### config.mk
export PLATFORM = sky130hd
export DESIGN_NAME = instr_sequencer_flat
export DESIGN_NICKNAME = d
export VERILOG_FILES = /design/src/rtl/instr_sequencer_if.sv /design/src/rtl/instr_sequencer.sv /design/src/flat_wrapper.sv
export SDC_FILE = /design/constraint.sdc
export NUM_CORES = 1
export LEC_CHECK = 0
export BUFFER_PORTS_ARGS = -buffer_cell sky130_fd_sc_hd__buf_2
export CAP_MARGIN = 5
export CORE_ASPECT_RATIO = 1.2
export CORE_MARGIN = 3
export CORE_UTILIZATION = 31
export CTS_CLUSTER_SIZE = 28
export DETAILED_ROUTE_END_ITERATION = 16
export GPL_TIMING_DRIVEN = 1
export SYNTH_ARGS = -nofsm -noshare
export SYNTH_HDL_FRONTEND = slang
export SYNTH_SLANG_ARGS = --single-unit
### constraint.sdc
create_clock -name clk -period 2.8 [get_ports clk]
set_clock_uncertainty 0.1 [all_clocks]
set_input_delay 0.84 -clock clk [delete_from_list [all_inputs] [get_ports clk]]
set_output_delay 0.84 -clock clk [all_outputs]
set_load 0.03 [all_outputs]
### src/rtl/instr_sequencer_if.sv
// Instruction sequencer bus.
// Carries the start/instruction handshake into the sequencer and every
// register-file and datapath control it produces.
//   master : the issuing side; drives s/in, observes w and the controls
//   slave  : the sequencer; samples s/in, drives everything else
interface instr_sequencer_if;
  logic        s;
  logic [15:0] in;
  logic        w;
  logic [2:0]  readnum;
  logic [2:0]  writenum;
  logic        write;
  logic        loada;
  logic        loadb;
  logic        loadc;
  logic        loads;
  logic        asel;
  logic        bsel;
  logic [1:0]  vsel;
  logic [1:0]  shift;
  logic [1:0]  ALUop;
  logic [15:0] sximm8;
  logic [15:0] sximm5;

  modport master (
    output s, in,
    input  w, readnum, writenum, write, loada, loadb, loadc, loads,
    input  asel, bsel, vsel, shift, ALUop, sximm8, sximm5
  );

  modport slave (
    input  s, in,
    output w, readnum, writenum, write, loada, loadb, loadc, loads,
    output asel, bsel, vsel, shift, ALUop, sximm8, sximm5
  );
endinterface

### src/rtl/instr_sequencer.sv
// Instruction sequencer: control FSM ahead of the register file and datapath.
// Latches one 16-bit instruction per accepted start pulse, decodes it and
// walks through operand reads, ALU evaluation and write-back.
//   clk      : rising-edge clock
//   reset_n  : asynchronous active-low reset (back to WAIT, IR cleared)
//   bus      : slave side of instr_sequencer_if
//              in : s (start, sampled only in WAIT), in (instruction)
//              out: w (idle), readnum/writenum/write (regfile),
//                   loada/loadb/loadc/loads (datapath register enables),
//                   asel/bsel/vsel/shift/ALUop (datapath selects),
//                   sximm8/sximm5 (sign-extended IR immediates)
module instr_sequencer (
  input logic               clk,
  input logic               reset_n,
  instr_sequencer_if.slave  bus
);

  typedef enum logic [2:0] {
    ST_WAIT,
    ST_DECODE,
    ST_WRITE_IMM,
    ST_GET_A,
    ST_GET_B,
    ST_ALU,
    ST_WRITE_REG
  } state_t;

  state_t      state;
  state_t      state_nxt;
  logic [15:0] ir;

  // IR fields
  logic [2:0] opcode;
  logic [1:0] op;
  logic [2:0] rn;
  logic [2:0] rd;
  logic [1:0] sh;
  logic [2:0] rm;

  // Instruction classes
  logic is_mov_imm;
  logic is_mov_reg;
  logic is_two_op;   // ADD, CMP, AND: read Rn and Rm
  logic is_mvn;
  logic is_cmp;

  // Registered-output-free Moore controls
  logic       w_o;
  logic [2:0] readnum_o;
  logic [2:0] writenum_o;
  logic       write_o;
  logic       loada_o;
  logic       loadb_o;
  logic       loadc_o;
  logic       loads_o;
  logic       asel_o;
  logic       bsel_o;
  logic [1:0] vsel_o;
  logic [1:0] shift_o;
  logic [1:0] aluop_o;

  assign opcode = ir[15:13];
  assign op     = ir[12:11];
  assign rn     = ir[10:8];
  assign rd     = ir[7:5];
  assign sh     = ir[4:3];
  assign rm     = ir[2:0];

  assign is_mov_imm = (opcode == 3'b110) && (op == 2'b10);
  assign is_mov_reg = (opcode == 3'b110) && (op == 2'b00);
  assign is_two_op  = (opcode == 3'b101) && (op != 2'b11);
  assign is_mvn     = (opcode == 3'b101) && (op == 2'b11);
  assign is_cmp     = (opcode == 3'b101) && (op == 2'b01);

  // State and instruction register
  always_ff @(posedge clk or negedge reset_n) begin
    if (!reset_n) begin
      state <= ST_WAIT;
      ir    <= '0;
    end else begin
      state <= state_nxt;
      if ((state == ST_WAIT) && bus.s) begin
        ir <= bus.in;
      end
    end
  end

  // Next-state and Moore output decode
  always_comb begin
    state_nxt  = state;
    w_o        = 1'b0;
    readnum_o  = '0;
    writenum_o = '0;
    write_o    = 1'b0;
    loada_o    = 1'b0;
    loadb_o    = 1'b0;
    loadc_o    = 1'b0;
    loads_o    = 1'b0;
    asel_o     = 1'b0;
    bsel_o     = 1'b0;
    vsel_o     = '0;
    shift_o    = '0;
    aluop_o    = '0;

    unique case (state)
      ST_WAIT: begin
        w_o = 1'b1;
        if (bus.s) begin
          state_nxt = ST_DECODE;
        end
      end

      ST_DECODE: begin
        if (is_mov_imm) begin
          state_nxt = ST_WRITE_IMM;
        end else if (is_two_op) begin
          state_nxt = ST_GET_A;
        end else if (is_mov_reg || is_mvn) begin
          state_nxt = ST_GET_B;
        end else begin
          state_nxt = ST_WAIT;
        end
      end

      ST_WRITE_IMM: begin
        write_o    = 1'b1;
        writenum_o = rn;
        vsel_o     = 2'b10;
        state_nxt  = ST_WAIT;
      end

      ST_GET_A: begin
        readnum_o = rn;
        loada_o   = 1'b1;
        state_nxt = ST_GET_B;
      end

      ST_GET_B: begin
        readnum_o = rm;
        loadb_o   = 1'b1;
        state_nxt = ST_ALU;
      end

      ST_ALU: begin
        shift_o = sh;
        bsel_o  = 1'b0;
        // Single-operand forms zero the A side so the ALU passes B
        // (MOV as B+0, MVN as ~B).
        if (is_two_op) begin
          aluop_o = op;
          asel_o  = 1'b0;
        end else if (is_mvn) begin
          aluop_o = 2'b11;
          asel_o  = 1'b1;
        end else begin
          aluop_o = 2'b00;
          asel_o  = 1'b1;
        end
        // CMP only updates status; everything else produces a result.
        if (is_cmp) begin
          loads_o   = 1'b1;
          state_nxt = ST_WAIT;
        end else begin
          loadc_o   = 1'b1;
          state_nxt = ST_WRITE_REG;
        end
      end

      ST_WRITE_REG: begin
        write_o    = 1'b1;
        writenum_o = rd;
        vsel_o     = 2'b00;
        state_nxt  = ST_WAIT;
      end

      default: begin
        state_nxt = ST_WAIT;
      end
    endcase
  end

  assign bus.w        = w_o;
  assign bus.readnum  = readnum_o;
  assign bus.writenum = writenum_o;
  assign bus.write    = write_o;
  assign bus.loada    = loada_o;
  assign bus.loadb    = loadb_o;
  assign bus.loadc    = loadc_o;
  assign bus.loads    = loads_o;
  assign bus.asel     = asel_o;
  assign bus.bsel     = bsel_o;
  assign bus.vsel     = vsel_o;
  assign bus.shift    = shift_o;
  assign bus.ALUop    = aluop_o;

  // Immediates follow IR in every state.
  assign bus.sximm8 = {{8{ir[7]}}, ir[7:0]};
  assign bus.sximm5 = {{11{ir[4]}}, ir[4:0]};

endmodule

### src/flat_wrapper.sv
// flat-port wrapper written by rule: the top's interface ports become plain ports
module instr_sequencer_flat 
  (clk, reset_n, bus_s, bus_in, bus_w, bus_readnum, bus_writenum, bus_write, bus_loada, bus_loadb, bus_loadc, bus_loads, bus_asel, bus_bsel, bus_vsel, bus_shift, bus_ALUop, bus_sximm8, bus_sximm5);
  instr_sequencer_if bus_i ();
  input logic clk;
  input logic reset_n;
  input wire logic [$bits(bus_i.s)-1:0] bus_s;
  input wire logic [$bits(bus_i.in)-1:0] bus_in;
  output wire logic [$bits(bus_i.w)-1:0] bus_w;
  output wire logic [$bits(bus_i.readnum)-1:0] bus_readnum;
  output wire logic [$bits(bus_i.writenum)-1:0] bus_writenum;
  output wire logic [$bits(bus_i.write)-1:0] bus_write;
  output wire logic [$bits(bus_i.loada)-1:0] bus_loada;
  output wire logic [$bits(bus_i.loadb)-1:0] bus_loadb;
  output wire logic [$bits(bus_i.loadc)-1:0] bus_loadc;
  output wire logic [$bits(bus_i.loads)-1:0] bus_loads;
  output wire logic [$bits(bus_i.asel)-1:0] bus_asel;
  output wire logic [$bits(bus_i.bsel)-1:0] bus_bsel;
  output wire logic [$bits(bus_i.vsel)-1:0] bus_vsel;
  output wire logic [$bits(bus_i.shift)-1:0] bus_shift;
  output wire logic [$bits(bus_i.ALUop)-1:0] bus_ALUop;
  output wire logic [$bits(bus_i.sximm8)-1:0] bus_sximm8;
  output wire logic [$bits(bus_i.sximm5)-1:0] bus_sximm5;
  assign bus_i.s = bus_s;
  assign bus_i.in = bus_in;
  assign bus_w = bus_i.w;
  assign bus_readnum = bus_i.readnum;
  assign bus_writenum = bus_i.writenum;
  assign bus_write = bus_i.write;
  assign bus_loada = bus_i.loada;
  assign bus_loadb = bus_i.loadb;
  assign bus_loadc = bus_i.loadc;
  assign bus_loads = bus_i.loads;
  assign bus_asel = bus_i.asel;
  assign bus_bsel = bus_i.bsel;
  assign bus_vsel = bus_i.vsel;
  assign bus_shift = bus_i.shift;
  assign bus_ALUop = bus_i.ALUop;
  assign bus_sximm8 = bus_i.sximm8;
  assign bus_sximm5 = bus_i.sximm5;
  instr_sequencer u_core (.clk(clk), .reset_n(reset_n), .bus(bus_i));
endmodule
---- Word level (Yosys, flattened, before mapping) ----
Index checks and enable logic that the tools add are counted.
word-level totals
  register bits ........................... 19
  input bits .............................. 19
  output and inout port bits .............. 52
  logic and storage cells ................. 48
cells by class
  eq/ne operators ......................... 13
  mux-type cells .......................... 23
  reduce and logical (&&, ||, !) cells .... 10
operator list
  kind                number
  $eq 3x3->1 const B  5
  $mux 3              5
  $pmux 3 s5          1
  $pmux 3 s2          2
  $mux 1              10
  $mux 2              5
  $eq 3x2->1 const B  2
  $logic_and 1x1->1   6
  $eq 2x2->1 const B  2
  $ne 2x2->1 const B  2
  $eq 3x1->1 const B  1
  $logic_not 3->1     1
  $eq 2x1->1 const B  1
  $logic_not 2->1     1
  $reduce_or 2->1     1
  $logic_or 1x1->1    1

---- Depth between registers and ports, before layout ----
Gate-level depths: netlist of run 1.
  depth after elaboration ................. 7
  mapped depth ............................ 6
  gate-level depth less buffers ........... 3

---- Worst setup path after synthesis of run 1 ----
OpenSTA, ideal clock, no wires.
  path kind ............................... register to output
  start ................................... reg u_core.state[0]
  end ..................................... out bus_readnum[0]
  arrival time ............................ 1.833 ns
  required time ........................... 1.860 ns
  setup slack ............................. 0.027 ns
  cell stages (with the launch flop) ...... 4
  path buffers ............................ 1
  cells stage by stage .................... dfrtp_1 buf_2 nor3b_1 a22o_1
between the ends
  word-level cells in the longest chain between the ends .. 2
  elaborated cells on any way between the ends .. 3
  classes of those cells .................. eq/ne: 2; mux: 1
ends and longest elaborated chain
  element                                          line                    RTL
  start, declared                                  instr_sequencer.sv:28   state_t state;
  start signal, assigned                           instr_sequencer.sv:81   state <= state_nxt;
  $eq 3x3->1 / $eq 3x2->1 (equally long branches)  instr_sequencer.sv:105  unique case (state)
  $pmux 3 s2 *                                     instr_sequencer.sv:105
  end, declared                                    flat_wrapper.sv:10      output wire logic [$bits(bus_i.readnum)-1:0] bus_readnum;
Mark *: on every way between the ends. The rest lies on a longest branch, timed or not.

---- Final worst setup path of run 1 ----
  start ................................... reg u_core.state[1]
  end ..................................... out bus_readnum[0]
The elaborated chain is that of the path after synthesis.

==> summary.md, run 1 <==
The flow ran to the end, and the final reports show no timing, DRC or antenna violations. The slowest stage of the critical path is the sky130_fd_sc_hd__dfrtp_1 cell. Wire length on met2: 1320 µm. The synthesized netlist devotes 0% of its cell area to adder and majority cells.

The number of failing hold endpoints at the final stage was 0; the total of buffers placed on input and output ports was 68. For this design, the sink count on the clock tree is 19. The region available for standard cell placement spans 0.00400 mm². Synthesis instantiated 34 different standard cells from the library.

The detailed router put a total of 1090 µm of wire on met1. Setup repair after global routing left no endpoint under its margin. After detailed routing, the number of remaining DRC violations is 0.

In this run, synthesis produced a sequential element count of 19. The critical path startpoint category was a register. The routed layout has 968 vias. The number of levels in the clock H-tree is 1. The initial antenna violation count was 0. The first global-routing pass estimated 4130 µm of wire. After synthesis, the most frequently instantiated cells are 34 x sky130_fd_sc_hd__buf_4, 19 x sky130_fd_sc_hd__dfrtp_1, 9 x sky130_fd_sc_hd__nor2_1. The tools report the area of combinational cells with multiple inputs as 508 µm². TritonCTS built the clock tree.

The total die area is 0.00503 mm², and the synthesized area is 0.00131 mm². Synthesis produced 125 cells. The tools report the number of buffers inserted during clock tree synthesis as 3.

The worst endpoint required time was 1.86 ns; the post-detailed-route count of antenna-violating nets was 0. The post-route netlist has 55.9% of its cells at a drive strength greater than 1. The total setup buffers inserted after CTS came out at 0. Across the whole layout, storage elements account for 475 µm². In this run, post-CTS hold repair placed 0 buffers.

During synthesis, Yosys emitted a total of 0 warnings. The maximum net fanout on the critical path was 9. The class of the most critical setup path was register to output pin.

The root buffer cell chosen for the clock tree is sky130_fd_sc_hd__clkbuf_8. The met3 wirelength from detailed routing is 203 µm, and the average vias per placed instance is 4.50. Summed over all failing endpoints, the final setup total negative slack is 0 ns.

Walking the worst path, the cells encountered are nor3b_1, a22o_1, buf_2. Summing the areas of all compound-gate instances in the mapped netlist gives 6.80% of the synthesized area. The tools report the final global-route overflow total as 0.

The critical path buffer and inverter count was 1. The cell type contributing the most total cell area after synthesis is sky130_fd_sc_hd__dfrtp_1. 0 antenna diodes ended up in the layout. The horizontal extent of the die was 65.3 µm; the arrival time at the worst endpoint was 1.62 ns. The HPWL after detailed placement is 2070 µm. The number of slew-limit violations in the final report was 0; the wire length per cell was 12.3 µm. The height of the chip came out at 77.1 µm. Setup violations remaining at the end of the flow were counted as 0.

The tools report the sequential fraction of the synthesis area as 36.4%. In this design, the largest share of critical-path delay is due to flip-flops. The via count of the first global-routing pass was 866. The number of flops mapped to enable cells by yosys works out to 0.

After the last flow step, the layout net total stands at 181. Of all flip-flops after synthesis, the portion carrying an async set or reset was 100%. The worst path in the final design needs a cycle of 2.56 ns, including I/O delays and setup. The first routing iteration left 35 violations.

The run gives 2650 µm as the wire length reported by the detailed router. After clock tree synthesis, the clock-pin slew on the worst setup and hold paths is 0.07 ns. The detailed router used layers up to and including met4. The initial utilization of the core area, before any placement, comes to 32.6%. The initialized floorplan defines 25 standard-cell rows.

The first detailed-routing pass ran for 4 iterations. The prevailing post-synth register cell is sky130_fd_sc_hd__dfrtp_1. Global routing consumed, over all layers together, 10.5% of the routing resources. The type of element capturing the critical path was an output pin. The min-delay analysis places its worst path in the category input port to asynchronous set/reset pin.

Of the total synthesized cell area, the portion taken by AND, OR, NAND and NOR gates is 16.0%. The count of max-cap constraint violations was 0; the latest clock arrival within the worst-skew pair was 0.25 ns. During I/O placement, the number of pins put on the boundary was 71. A synthesized cell averages 10.5 µm². No sink is reached through more buffers than the 2 on the longest clock path. Timing would allow up to 0.390 GHz.

Routability-driven placement finished with a final weighted congestion of 0.750. From synthesis to final layout, the design area changed by 12.3%. Dominant combinational cell family by area after synthesis: buffers and inverters. The worst path uses 91.6% of the clock period. The maximum number of pins on one net before global-route repair was 20; the area share of the leading cell type in the synthesized netlist was 36.4%. The post-synthesis xor/xnor area fraction is 0%, and the multiplexer fraction of the synthesized cell area is 15.5%. The number of instances resized during post-cts repair was 0; the final-layout fill cell count was 423. Yosys instantiated no cell more often than sky130_fd_sc_hd__buf_4.

The maximum cell stage delay along the critical path works out to 0.50 ns. By area the synthesized netlist is led by sky130_fd_sc_hd__dfrtp_1 36%, sky130_fd_sc_hd__buf_4 20%, sky130_fd_sc_hd__mux2_4 8.0%, sky130_fd_sc_hd__mux2_2 5.2%, sky130_fd_sc_hd__nor2_1 2.6%.
==> worst register-to-register path: stages (launching register included) <==
cell                      delay [ns]
sky130_fd_sc_hd__dfrtp_1        0.46
sky130_fd_sc_hd__buf_4          0.20
sky130_fd_sc_hd__nor3_4         0.25
sky130_fd_sc_hd__and2_4         0.35
sky130_fd_sc_hd__mux2_2         0.37
==> cell families after synthesis <==
family / Yosys count
AND/OR/NAND/NOR: 33
other: 1
AO/OA/AOI/OAI: 13
flip-flops: 19
multiplexers: 16
buffers and inverters: 43
==> flip-flops by register name, summed over array words and instances (netlist names) <==
register      flops
u_core.ir        16
u_core.state      3
==> placed cells by master, fill, tap and decap left out, types with 2 or more instances in the layout <==
cell                       instances
sky130_fd_sc_hd__nand3_1           4
sky130_fd_sc_hd__dfrtp_1          19
sky130_fd_sc_hd__nand2_1           3
sky130_fd_sc_hd__clkbuf_8          3
sky130_fd_sc_hd__a22o_1            3
sky130_fd_sc_hd__nand3b_1          2
sky130_fd_sc_hd__nand4b_1          2
sky130_fd_sc_hd__and2_1            2
sky130_fd_sc_hd__a21oi_1           2
sky130_fd_sc_hd__mux2i_1           3
sky130_fd_sc_hd__inv_1             4
sky130_fd_sc_hd__o21ai_0           3
sky130_fd_sc_hd__mux2_4            7
sky130_fd_sc_hd__mux2_2            6
sky130_fd_sc_hd__nor2_1            9
sky130_fd_sc_hd__nor3b_1           2
sky130_fd_sc_hd__conb_1            2
sky130_fd_sc_hd__buf_2            68
sky130_fd_sc_hd__and3b_1           2
sky130_fd_sc_hd__buf_4             2
==> worst paths after layout <==
path,from,slack (ns),cells after the start,endpoint
min reg2reg,u_core.ir[8],0.45,1,u_core.ir[8]
min,reset_n,0.42,1,u_core.ir[6]
max reg2reg,u_core.state[2],0.96,4,u_core.ir[1]
min in group clk,u_core.ir[8],0.45,1,u_core.ir[8]
max,u_core.state[1],0.24,3,bus_readnum[0]
max in group asynchronous,reset_n,1.87,1,u_core.ir[12]
==> routing by layer <==
metal	vias up	track usage, %
met5	-	0
met2	43	17.7
li1	463	-
met1	458	12.5
met4	0	4.98
met3	4	2.05
==> layout make-up <==
type | instances | area share (%)
sequential | 19 | 32.4
clock buffer | 4 | 3.07
timing repair buffer | 70 | 24.2
multi-input combinational | 64 | 34.6
tap | 54 | 4.61
inverter | 4 | 1.02
==> through the flow <==
stage,cells,instance area [µm²],util [%],setup WS [ns],hold WS (ns)
floorplan,126,1310,-,0.0265,0.404
global placement,211,1420,35.5,0.504,0.426
detailed placement,211,1420,35.5,0.484,0.434
CTS,215,1470,36.6,0.202,0.441
global route,215,1470,36.6,0.103,0.453
finish,215,1470,36.6,0.236,0.416
Power of run 1 is not shown: default switching activity piles up to over one toggle a cycle in this logic, so the estimate is an artifact.
==> run 2: changes to the inputs <==
Settings changed: CELL_PAD_IN_SITES_DETAIL_PLACEMENT set to 2, CELL_PAD_IN_SITES_GLOBAL_PLACEMENT set to 2, CORE_UTILIZATION 31 to 27, PLACE_DENSITY_LB_ADDON set to 0.1.
==> run 2 against run 1 <==
Fmax shrank 0.30%. Worst setup slack worse by 0.0076 ns. Die area grew 14%. Worst hold slack improved by 0.0021 ns. Sequential cell count is the same. Global-route usage rose by 0.22 points. Core utilization decreased by 4.8 points. Cell count up 1.9%. First-iteration DRC count shrank 54%. Cell area is 0.43% higher. Sequential share of layout area decreased by 0.14 points. Non-clock buffer count stayed put.
==> summary.md, run 2 (synthesis gave the netlist of run 1 again) <==
The flow ran to the end, and the final reports show no timing, DRC or antenna violations. The wire length reported by the detailed router is 3090 µm (+17%). TritonCTS built the clock tree.

Wire length per cell: 14.1 µm (+14%). Leading cell type in the layout, fill and taps excluded: sky130_fd_sc_hd__buf_2. The via count of the first global-routing pass is 949 (+9.6%).

The layout cell share with drive strength beyond 1 came out at 56.5% (+0.62 points). The tools report the combined global-route utilization of all metal layers as 10.7% (+0.22 points). The height of the chip was 82.2 µm (+6.6%); the number of standard cells in the layout, taps in and fillers out was 219 (+1.9%).

Headroom to the max-slew limit came out at 66.3%. The number of placed instances with taps included came out at 215 (+1.9%). The tools report the latest clock arrival within the worst-skew pair as 0.25 ns (about the same).

The maximum number of pins on one net before global-route repair is 20 (unchanged), and the count of inserted antenna diode cells is 0 (unchanged). Counting flops per register, the top entry is u_core.ir. The global-route wire length before repair is 4830 µm (+17%). The run gives 539 (+27%) as the final-layout fill cell count.

The initial antenna violation count is 0 (unchanged). The flip-flop count of the largest register after layout was 16 (unchanged). The type of element capturing the critical path is an output pin. For the number of slew-limit violations in the final report, the log shows 0 (unchanged).

Maximum net fanout on the critical path: 8 (-1). The run gives 0.475 ns (-0.00915 ns) as the worst setup slack before clock tree synthesis. The initial core utilization is 28.2% (-4.4 points), and the clock-pin slew reported for the worst setup and hold paths after clock tree synthesis is 0.07 ns (about the same).

The worst endpoint required time was 1.86 ns (about the same). The share of the clock period used by the worst path after layout was 91.8% (+0.27 points); the maximum buffer depth of the clock tree was 2 (unchanged). Slack of the critical path: 0.228 ns (-0.00760 ns). The number of instances resized during post-cts repair came out at 0 (unchanged). For the final core utilization, the log shows 31.8% (-4.8 points). The root buffer cell chosen for the clock tree is sky130_fd_sc_hd__clkbuf_8. The tools report the final estimated routing congestion in global placement as 0.776 (+3.4%).

The arrival time at the worst endpoint is 1.63 ns (about the same). The class of the most critical setup path was register to output pin. The total setup buffers inserted after CTS was 0 (unchanged).

For the total negative setup slack, the log shows 0 ns (unchanged). STA classifies the critical path startpoint as a register. The average vias per placed instance works out to 4.47 (-0.81%). For the pin with the worst max-slew slack, the measured transition is 0.504 ns. Setup repair after global routing left no endpoint under its margin. The worst hold path belongs to the class input port to asynchronous set/reset pin. The count of nets after finishing came out at 181 (unchanged).

The tools report the final global-route overflow total as 0 (unchanged). The tools report the area of the core region as 0.00463 mm² (+16%). The half-perimeter wire length after detailed placement came out at 2490 µm (+20%). Leaving out fill and tap cells, the most frequent cells in the layout are 68 x sky130_fd_sc_hd__buf_2, 19 x sky130_fd_sc_hd__dfrtp_1, 9 x sky130_fd_sc_hd__nor2_1, 7 x sky130_fd_sc_hd__mux2_4, 6 x sky130_fd_sc_hd__mux2_2. The tools report the number of remaining DRC errors as 0 (unchanged). The iteration-0 DRC count of the detailed router is 16 (-54%). The horizontal extent of the die was 69.5 µm (+6.5%); the total die area was 0.00571 mm² (+14%). The logs give 978 (+1.0%) for the via total after detailed routing and 71 (unchanged) for the I/O pin total.

The total of buffers placed on input and output ports came out at 68 (unchanged). Clock sink count: 19 (unchanged). For the count of max-cap constraint violations, the log shows 0 (unchanged).

The logs give 1 (unchanged) for the number of levels in the clock H-tree and 0 (unchanged) for the number of failing hold endpoints at the final stage. The minimum clock period after layout is 2.57 ns (+0.00760 ns), and the site row count is 27 (+8.0%). The number of failing setup endpoints in the final timing report was 0 (unchanged). The number of optimization iterations in the first detailed-route pass was 3 (-1). The run gives 0.389 GHz (-0.30%) as the achievable clock frequency. The tools report the post-cts hold buffer count as 0 (unchanged). Compared with the post-synthesis result, the final layout area differs by 12.7%.

The largest registers in the layout are u_core.ir x16, u_core.state x3. The number of buffers inserted during clock tree synthesis came out at 3 (unchanged). The post-detailed-route count of antenna-violating nets came out at 0 (unchanged).
run 2: changes by cell type in the layout (fill, tap and decap cells not counted):
cell | before | now
sky130_fd_sc_hd__clkinv_2 | 0 | 1
sky130_fd_sc_hd__clkbuf_1 | 1 | 0
run 2: stage by stage:
step                cell area [µm²]  hold slack (ns)
global placement               1430            0.448
finish                         1470            0.419
CTS                            1470            0.428
global route                   1470            0.437
detailed placement             1430            0.445
floorplan                      1310            0.404
run 2: critical path: stages, from the launching register on:
cell	delay [ns]
sky130_fd_sc_hd__dfrtp_1	0.50
sky130_fd_sc_hd__nor3b_1	0.48
sky130_fd_sc_hd__a22o_1	0.20
sky130_fd_sc_hd__buf_2	0.19
run 2: area by class of cell:
type / instances / area, µm² / area share [%]
multi-input cells: 64 / 508 / 34.5
clock buffers: 3 / 41.3 / 2.80
repair buffers: 70 / 355 / 24.1
well taps: 58 / 72.6 / 4.93
flip-flops and latches: 19 / 475 / 32.3
clock inverters: 1 / 5.00 / 0.340
inverters: 4 / 15.0 / 1.02
run 2: final timing paths:
path	startpoint	to	slack [ns]	cells after the start
worst min register to register	u_core.ir[6]	u_core.ir[6]	0.46	1
worst max register to register	u_core.state[2]	u_core.ir[1]	0.93	4
min in group clk	u_core.ir[6]	u_core.ir[6]	0.46	1
worst max-delay path	u_core.state[2]	bus_readnum[0]	0.23	3
worst min-delay path	reset_n	u_core.ir[2]	0.42	1
max in group asynchronous	reset_n	u_core.ir[7]	1.88	1
run 2: metal layers:
| metal | wire, µm | part of all wire [%] | track usage [%] | vias up |
|---|---|---|---|---|
| li1 | - | - | - | 461 |
| met4 | 23 | 0.75 | 4.10 | 0 |
| met1 | 1320 | 43 | 12.7 | 470 |
| met2 | 1500 | 49 | 19.0 | 45 |
| met5 | 0 | 0 | 0 | - |
| met3 | 241 | 7.8 | 2.42 | 2 |
Power of run 2 is left out for the same reason.
